$ cat config.mk
export PLATFORM = sky130hd
export DESIGN_NAME = fetch_stage_flat
export DESIGN_NICKNAME = d
export VERILOG_FILES = /design/src/rtl/fetch_stage_if.sv /design/src/rtl/fetch_stage.sv /design/src/flat_wrapper.sv
export SDC_FILE = /design/constraint.sdc
export NUM_CORES = 1
export LEC_CHECK = 0
export ABC_AREA = 1
export ABC_CLOCK_PERIOD_IN_PS = 2900
export CAP_MARGIN = 20
export CORE_ASPECT_RATIO = 1.1
export CORE_MARGIN = 2
export CORE_UTILIZATION = 53
export DETAILED_ROUTE_END_ITERATION = 6
export GPL_TIMING_DRIVEN = 0
export PLACE_DENSITY = 0.86
export REMOVE_ABC_BUFFERS = 1
export SETUP_SLACK_MARGIN = 0.4
export SLEW_MARGIN = 20
export SYNTH_ARGS = -nofsm -noshare
export SYNTH_HDL_FRONTEND = slang
export SYNTH_SLANG_ARGS = --single-unit
export TNS_END_PERCENT = 20
$ cat constraint.sdc
create_clock -name clk -period 2.9 [get_ports clk]
set_input_delay 0.435 -clock clk [delete_from_list [all_inputs] [get_ports clk]]
set_output_delay 0.435 -clock clk [all_outputs]
set_load 0.02 [all_outputs]
$ cat src/rtl/fetch_stage_if.sv
// Fetch-stage bus: control inputs, instruction-memory port and IF/ID outputs.
// The slave modport is the fetch stage; the master is its surrounding pipeline.
interface fetch_stage_if;
    logic        start;
    logic        stall;
    logic        redirect_valid;
    logic [31:0] redirect_pc;
    logic [7:0]  imem_addr;
    logic [31:0] imem_inst;
    logic [31:0] ifid_pc;
    logic [31:0] ifid_inst;
    logic        ifid_valid;
    logic        halted;
    logic [31:0] fetch_count;

    modport master (
        output start, stall, redirect_valid, redirect_pc, imem_inst,
        input  imem_addr, ifid_pc, ifid_inst, ifid_valid, halted, fetch_count
    );

    modport slave (
        input  start, stall, redirect_valid, redirect_pc, imem_inst,
        output imem_addr, ifid_pc, ifid_inst, ifid_valid, halted, fetch_count
    );
endinterface

$ cat src/rtl/fetch_stage.sv
// Instruction fetch: owns the PC, addresses inst_mem combinationally and fills IF/ID.
// state | meaning
// IDLE  | after reset, waiting for start; IF/ID holds a bubble
// RUN   | fetching; redirect > stall > halt word > normal fetch
// HALT  | halt word seen; everything frozen until reset
module fetch_stage #(
    parameter logic [31:0] RESET_PC  = 32'd0,
    parameter logic [31:0] HALT_INST = 32'h00000000
) (
    input  logic         clk,
    input  logic         rst,
    fetch_stage_if.slave bus
);

    typedef enum logic [1:0] {
        IDLE = 2'd0,
        RUN  = 2'd1,
        HALT = 2'd2
    } state_t;

    state_t      state_q, state_d;
    logic [31:0] pc_q, pc_d;
    logic [31:0] ifid_pc_q, ifid_pc_d;
    logic [31:0] ifid_inst_q, ifid_inst_d;
    logic        ifid_valid_q, ifid_valid_d;
    logic        halted_q, halted_d;
    logic [31:0] fetch_count_q, fetch_count_d;

    always_ff @(posedge clk) begin
        if (rst) begin
            state_q       <= IDLE;
            pc_q          <= RESET_PC;
            ifid_pc_q     <= 32'd0;
            ifid_inst_q   <= 32'd0;
            ifid_valid_q  <= 1'b0;
            halted_q      <= 1'b0;
            fetch_count_q <= 32'd0;
        end else begin
            state_q       <= state_d;
            pc_q          <= pc_d;
            ifid_pc_q     <= ifid_pc_d;
            ifid_inst_q   <= ifid_inst_d;
            ifid_valid_q  <= ifid_valid_d;
            halted_q      <= halted_d;
            fetch_count_q <= fetch_count_d;
        end
    end

    always_comb begin
        state_d       = state_q;
        pc_d          = pc_q;
        ifid_pc_d     = ifid_pc_q;
        ifid_inst_d   = ifid_inst_q;
        ifid_valid_d  = ifid_valid_q;
        halted_d      = halted_q;
        fetch_count_d = fetch_count_q;

        unique case (state_q)
            IDLE: begin
                if (bus.start) state_d = RUN;
            end
            RUN: begin
                if (bus.redirect_valid) begin
                    // Flush the wrong-path instruction; the target is fetched next cycle.
                    pc_d         = bus.redirect_pc;
                    ifid_valid_d = 1'b0;
                    ifid_inst_d  = 32'd0;
                end else if (bus.stall) begin
                    // hold everything
                end else if (bus.imem_inst == HALT_INST) begin
                    ifid_valid_d = 1'b0;
                    halted_d     = 1'b1;
                    state_d      = HALT;
                end else begin
                    ifid_pc_d     = pc_q;
                    ifid_inst_d   = bus.imem_inst;
                    ifid_valid_d  = 1'b1;
                    pc_d          = pc_q + 32'd1;
                    fetch_count_d = fetch_count_q + 32'd1;
                end
            end
            HALT: begin
                // frozen until reset
            end
            default: state_d = IDLE;
        endcase
    end

    assign bus.imem_addr   = pc_q[7:0];
    assign bus.ifid_pc     = ifid_pc_q;
    assign bus.ifid_inst   = ifid_inst_q;
    assign bus.ifid_valid  = ifid_valid_q;
    assign bus.halted      = halted_q;
    assign bus.fetch_count = fetch_count_q;

endmodule

$ cat src/flat_wrapper.sv
// flat-port wrapper written by rule: the top's interface ports become plain ports
module fetch_stage_flat 
#(
    parameter logic [31:0] RESET_PC  = 32'd0,
    parameter logic [31:0] HALT_INST = 32'h00000000
)
  (clk, rst, bus_start, bus_stall, bus_redirect_valid, bus_redirect_pc, bus_imem_inst, bus_imem_addr, bus_ifid_pc, bus_ifid_inst, bus_ifid_valid, bus_halted, bus_fetch_count);
  fetch_stage_if bus_i ();
  input  logic clk;
  input  logic rst;
  input wire logic [$bits(bus_i.start)-1:0] bus_start;
  input wire logic [$bits(bus_i.stall)-1:0] bus_stall;
  input wire logic [$bits(bus_i.redirect_valid)-1:0] bus_redirect_valid;
  input wire logic [$bits(bus_i.redirect_pc)-1:0] bus_redirect_pc;
  input wire logic [$bits(bus_i.imem_inst)-1:0] bus_imem_inst;
  output wire logic [$bits(bus_i.imem_addr)-1:0] bus_imem_addr;
  output wire logic [$bits(bus_i.ifid_pc)-1:0] bus_ifid_pc;
  output wire logic [$bits(bus_i.ifid_inst)-1:0] bus_ifid_inst;
  output wire logic [$bits(bus_i.ifid_valid)-1:0] bus_ifid_valid;
  output wire logic [$bits(bus_i.halted)-1:0] bus_halted;
  output wire logic [$bits(bus_i.fetch_count)-1:0] bus_fetch_count;
  assign bus_i.start = bus_start;
  assign bus_i.stall = bus_stall;
  assign bus_i.redirect_valid = bus_redirect_valid;
  assign bus_i.redirect_pc = bus_redirect_pc;
  assign bus_i.imem_inst = bus_imem_inst;
  assign bus_imem_addr = bus_i.imem_addr;
  assign bus_ifid_pc = bus_i.ifid_pc;
  assign bus_ifid_inst = bus_i.ifid_inst;
  assign bus_ifid_valid = bus_i.ifid_valid;
  assign bus_halted = bus_i.halted;
  assign bus_fetch_count = bus_i.fetch_count;
  fetch_stage #(.RESET_PC(RESET_PC), .HALT_INST(HALT_INST)) u_core (.clk(clk), .rst(rst), .bus(bus_i));
endmodule
---- After elaboration in Yosys (flattened, before gate mapping) ----
Index checks and enable logic that the tools add are counted.
word-level totals
  flip-flop bits (word level) ............. 132
  output and inout bits ................... 106
  word-level logic and storage cells ...... 42
cells by class
  add/sub/neg operators ................... 2
  eq/ne operators ......................... 8
  multiplexer cells ....................... 14
  bitwise logic cells ..................... 4
  reduce and logical (&&, ||, !) cells .... 7
operators by type and width
  cell                   number
  $mux 32                6
  $add 32x1->32 const B  2
  $logic_not 32->1       1
  $mux 2                 4
  $ne 2x2->1 const B     4
  $reduce_and 4->1       2
  $pmux 2 s3             1
  $reduce_and 5->1       1
  $ne 2x1->1 const B     2
  $not 1->1              4
  $mux 1                 3
  $reduce_and 3->1       1
  $eq 2x1->1 const B     1
  $eq 2x2->1 const B     1
  $logic_not 2->1        1
  $reduce_and 2->1       1

---- Longest topological paths before layout ----
  depth in word-level cells ............... 5
  mapped depth ............................ 11
  mapped depth without buffers ............ 11

---- Worst setup path before layout ----
No wires, ideal clock.
  path kind ............................... register to register
  start point ............................. register u_core.fetch_count_q[0] (netlist: u_core.bus.fetch_count[0])
  end point ............................... register u_core.fetch_count_q[30] (netlist: u_core.bus.fetch_count[30])
  library setup time ...................... 132 ps
  data arrival time ....................... 1640 ps
  required time ........................... 2768 ps
  setup slack ............................. 1128 ps
  cell stages (with the launch flop) ...... 11
  path through ............................ dfxtp_1 ha_1 nand3_1 nor2_1 inv_1 nor2_1 nand2_1 nand2_1 nand2_1 nand2_1 a21oi_1
between the ends
  cells in the longest elaborated chain, start to end .. 1
ends and longest elaborated chain
  element                   RTL line           RTL
  start: declaration        fetch_stage.sv:27  logic [31:0] fetch_count_q, fetch_count_d;
  start signal: assignment  fetch_stage.sv:45  fetch_count_q <= fetch_count_d;
  $add 32x1->32             fetch_stage.sv:79  fetch_count_d = fetch_count_q + 32'd1;
No other way between the ends.
A chain may end at the register's enable or synchronous reset.

---- Final worst setup path ----
  start point ............................. input bus_redirect_valid
  end point ............................... register u_core.pc_q[4]
between the ends
  cells in the longest elaborated chain, start to end .. 2
  elaborated cells between the ends (all ways) .. 4
ends and longest elaborated chain
  element                                             RTL line            RTL
  start: declaration                                  flat_wrapper.sv:13  input wire logic [$bits(bus_i.redirect_valid)-1:0] bus_redirect_valid;
  $ne 2x2->1 (no line) or $ne 2x1->1 (tied branches)  n/a
  $reduce_and 3->1 (no line)                          n/a
  end signal: assignment                              fetch_stage.sv:40   pc_q <= pc_d;
  end: declaration                                    fetch_stage.sv:22   logic [31:0] pc_q, pc_d;
Several ways; a longest one is shown, not always the timed one.

==> reports/metrics.cfg <==
[grt]
grt_max_degree=71
antenna_found_initial=0
track_usage_pct=28.3
grt.overflow.total=0
grt_pass1_vias=6757
grt_pass1_wl_mm=31.9

[timing]
rsz0062_at_grt=false
slew_viol_final=0
tns_ps=0
setup-violations-final=0
hold_violations=0
worst_pin_slew_ps=704
clock_skew_ps=9.52
finalCritPeriodShare_pct=78.2
fmax_mhz=441
slew-limit-headroom_pct=53.0
period_minus_slack_ps=2270

[cells_and_area]
stdcell_count=1406
fill_cells=1038
drive_gt1_share_pct=5.36
multiInputGateArea_sq_mm=0.00364
area_delta_synth_final_pct=36.3
final_common_cell=nand2_1
mostFrequentLayoutCells=nand2_1, clkdlybuf4s50_1, dfxtp_1
nNetsFinal=1307
n_antenna_cell=0
regArea_sq_mm=0.00264

[synth]
synth_top_family_by_area=simple AND/OR/NAND/NOR gates
synth_compound_area_share_pct=13.6
synth-simple-area-share_pct=36.8
synthCells=1090
synth_cell_types=26
async_flop_share_pct=0
yosysWarnings=0
synth_edf_count=0
synthTopCellsByArea=dfxtp_1, nand2_1, a21oi_1
synth_area_sq_mm=0.00688
syn_area_per_cell_sq_um=6.31
muxShareOfSynthArea_pct=0
yosysSeqAreaShare_pct=38.4
synth_top_area_share_pct=38.4
synth.largest_area_cell=dfxtp_1
yosys_register_bits=132
synthAdderAreaFrac_pct=0.364
synth_xor_area_share_pct=1.91
ys.flop_type=dfxtp_1

[setup_path]
crit_top_cell=nand2_1
critPathTopFamily=buffers and inverters
start_kind=input pin
crit_required_ps=3200
cpPeakStageDelay_ps=510
timing_worst_setup_path_type=in -> reg
path_max_fanout=65
endpoint_kind=register
arrival_ps=2570
path_cells=buf_2, inv_4, nand2_1, nand2_1, inv_1, nand2_4, o21ai_0, a21oi_1
crit_buf_inv=3
slowest_stage=buf_2

[placed_design]
place_congestion=0.927
port_buffers=174
dp_cells=1371
place_hpwl_mm=13.8

[cts]
insertion_delay_ps=420
clock-sinks=132
hold_buffers=0
cts.clk_slew.worst_paths_ps=60
cts_tree=yes
htreeDepth=4
cts_root_buf=clkbuf_16
cts_made_buffers=17
clk_path_buf_depth=2

[power]
p_sw_w=0.00117
p_comb_share_pct=11.0
netSwitchingFraction_pct=23.5
p_int_w=0.00381
ir_drop_mv=0.470
seq_power_share_pct=38.7
power_frac_clock_pct=50.3
cellPowerDensity_mw_per_mm2=531
p_leak_nw=3.33

[worst_hold_path]
hp-class=in -> reg

[floorplan]
core-area_sq_mm=0.0126
rows=43
start_util_pct=54.4
die_x_microns=113
dieHeight_microns=123
die_area_sq_mm=0.0139
num_io_pins=175

[routing]
drt_wl_total_mm=19.8
antenna_left=0
dr.pass1.iters=5
drtIter0Drc=487
drc=0
detailroute.via_count=7417
via_per_inst=5.28
wl_per_cell_microns=14.1

[run_status]
status=finished clean

[job]
max_cap_viol_count=0

[power groups by stage]
stage	Combinational, W	Sequential [W]	Clock, W
after floorplan	0.000188	0.00201	0
after global placement	0.000506	0.00196	0
after detailed placement	0.000539	0.00197	0
after CTS	0.000545	0.00193	0.00252
after global routing	0.000596	0.00194	0.00260
final	0.000547	0.00193	0.00250
[cells in the mapped netlist, types with 4 or more instances]
cell type,n
clkbuf_1,19
inv_1,74
nor3_1,16
buf_6,6
buf_4,15
dfxtp_1,132
nand2_1,393
o21ai_0,59
nor2_1,126
nor2_2,5
a21oi_1,121
xor2_1,15
nand3b_1,4
nand3_1,62
buf_2,14
or2_2,8
[state kept, by name (all words and copies together) (netlist names)]
name and cells:
u_core.bus.fetch_count 32, u_core.bus.ifid_inst 32, u_core.bus.ifid_pc 32, u_core.pc_q 32, u_core.state_q 2, u_core.bus.halted 1, u_core.bus.ifid_valid 1
[metrics by stage]
step	hold slack (ps)	cell area [sq um]	power [W]	worst slack, ps	utilization, %
after global routing	386	9380	0.00513	460	74.2
after global placement	447	8490	0.00247	-2750	67.1
after floorplan	452	6550	0.00220	24.8	-
after CTS	371	9350	0.00499	518	74.0
after detailed placement	453	8660	0.00250	83.5	68.5
final	383	9380	0.00498	632	74.2
[worst paths after layout]
check             depth (start not counted)  slack, ps                                   from                                      end
setup / recovery                          8        630                     bus_redirect_valid              u_core.pc_q[4]$_SDFFE_PP0P_
hold reg to reg                           2        460  u_core.bus.ifid_inst[18]$_SDFFE_PP0P_    u_core.bus.ifid_inst[18]$_SDFFE_PP0P_
hold / removal                            2        380                                    rst  u_core.bus.fetch_count[14]$_SDFFE_PP0P_
setup reg to reg                          8        860         u_core.state_q[0]$_SDFFE_PP0P_   u_core.bus.fetch_count[1]$_SDFFE_PP0P_
[logic make-up after synthesis]
| kind of cell | count (synthesis) |
|---|---|
| AOI/OAI and AO/OA | 185 |
| adders and majority gates | 2 |
| and+or+nand+nor | 625 |
| buffers and inverters | 131 |
| DFF | 132 |
| xor gates and xnor gates | 15 |
[per-layer routing]
metal	vias to the layer above	track usage, %	wire (microns)
met2	247	47.3	9670
li1	3761	-	-
met1	3354	35.5	8410
met4	0	12.8	598
met5	-	0	0
met3	55	5.88	1120
[final cells by class]
| class | count | area share, % |
|---|---|---|
| multi-input cells | 827 | 38.8 |
| flip-flops and latches | 132 | 28.2 |
| repair buffers | 183 | 20.5 |
| clock buffers | 20 | 4.98 |
| inverters | 75 | 3.04 |
| clock inverters | 12 | 2.39 |
| well taps | 157 | 2.09 |
[what timing repair did]
item,4_1_cts,5_1_grt
endpoints found under the setup margin,0,29
buffers inserted,0,3
resized for setup,0,3
Note: power is estimated with default switching activity, not from simulation.
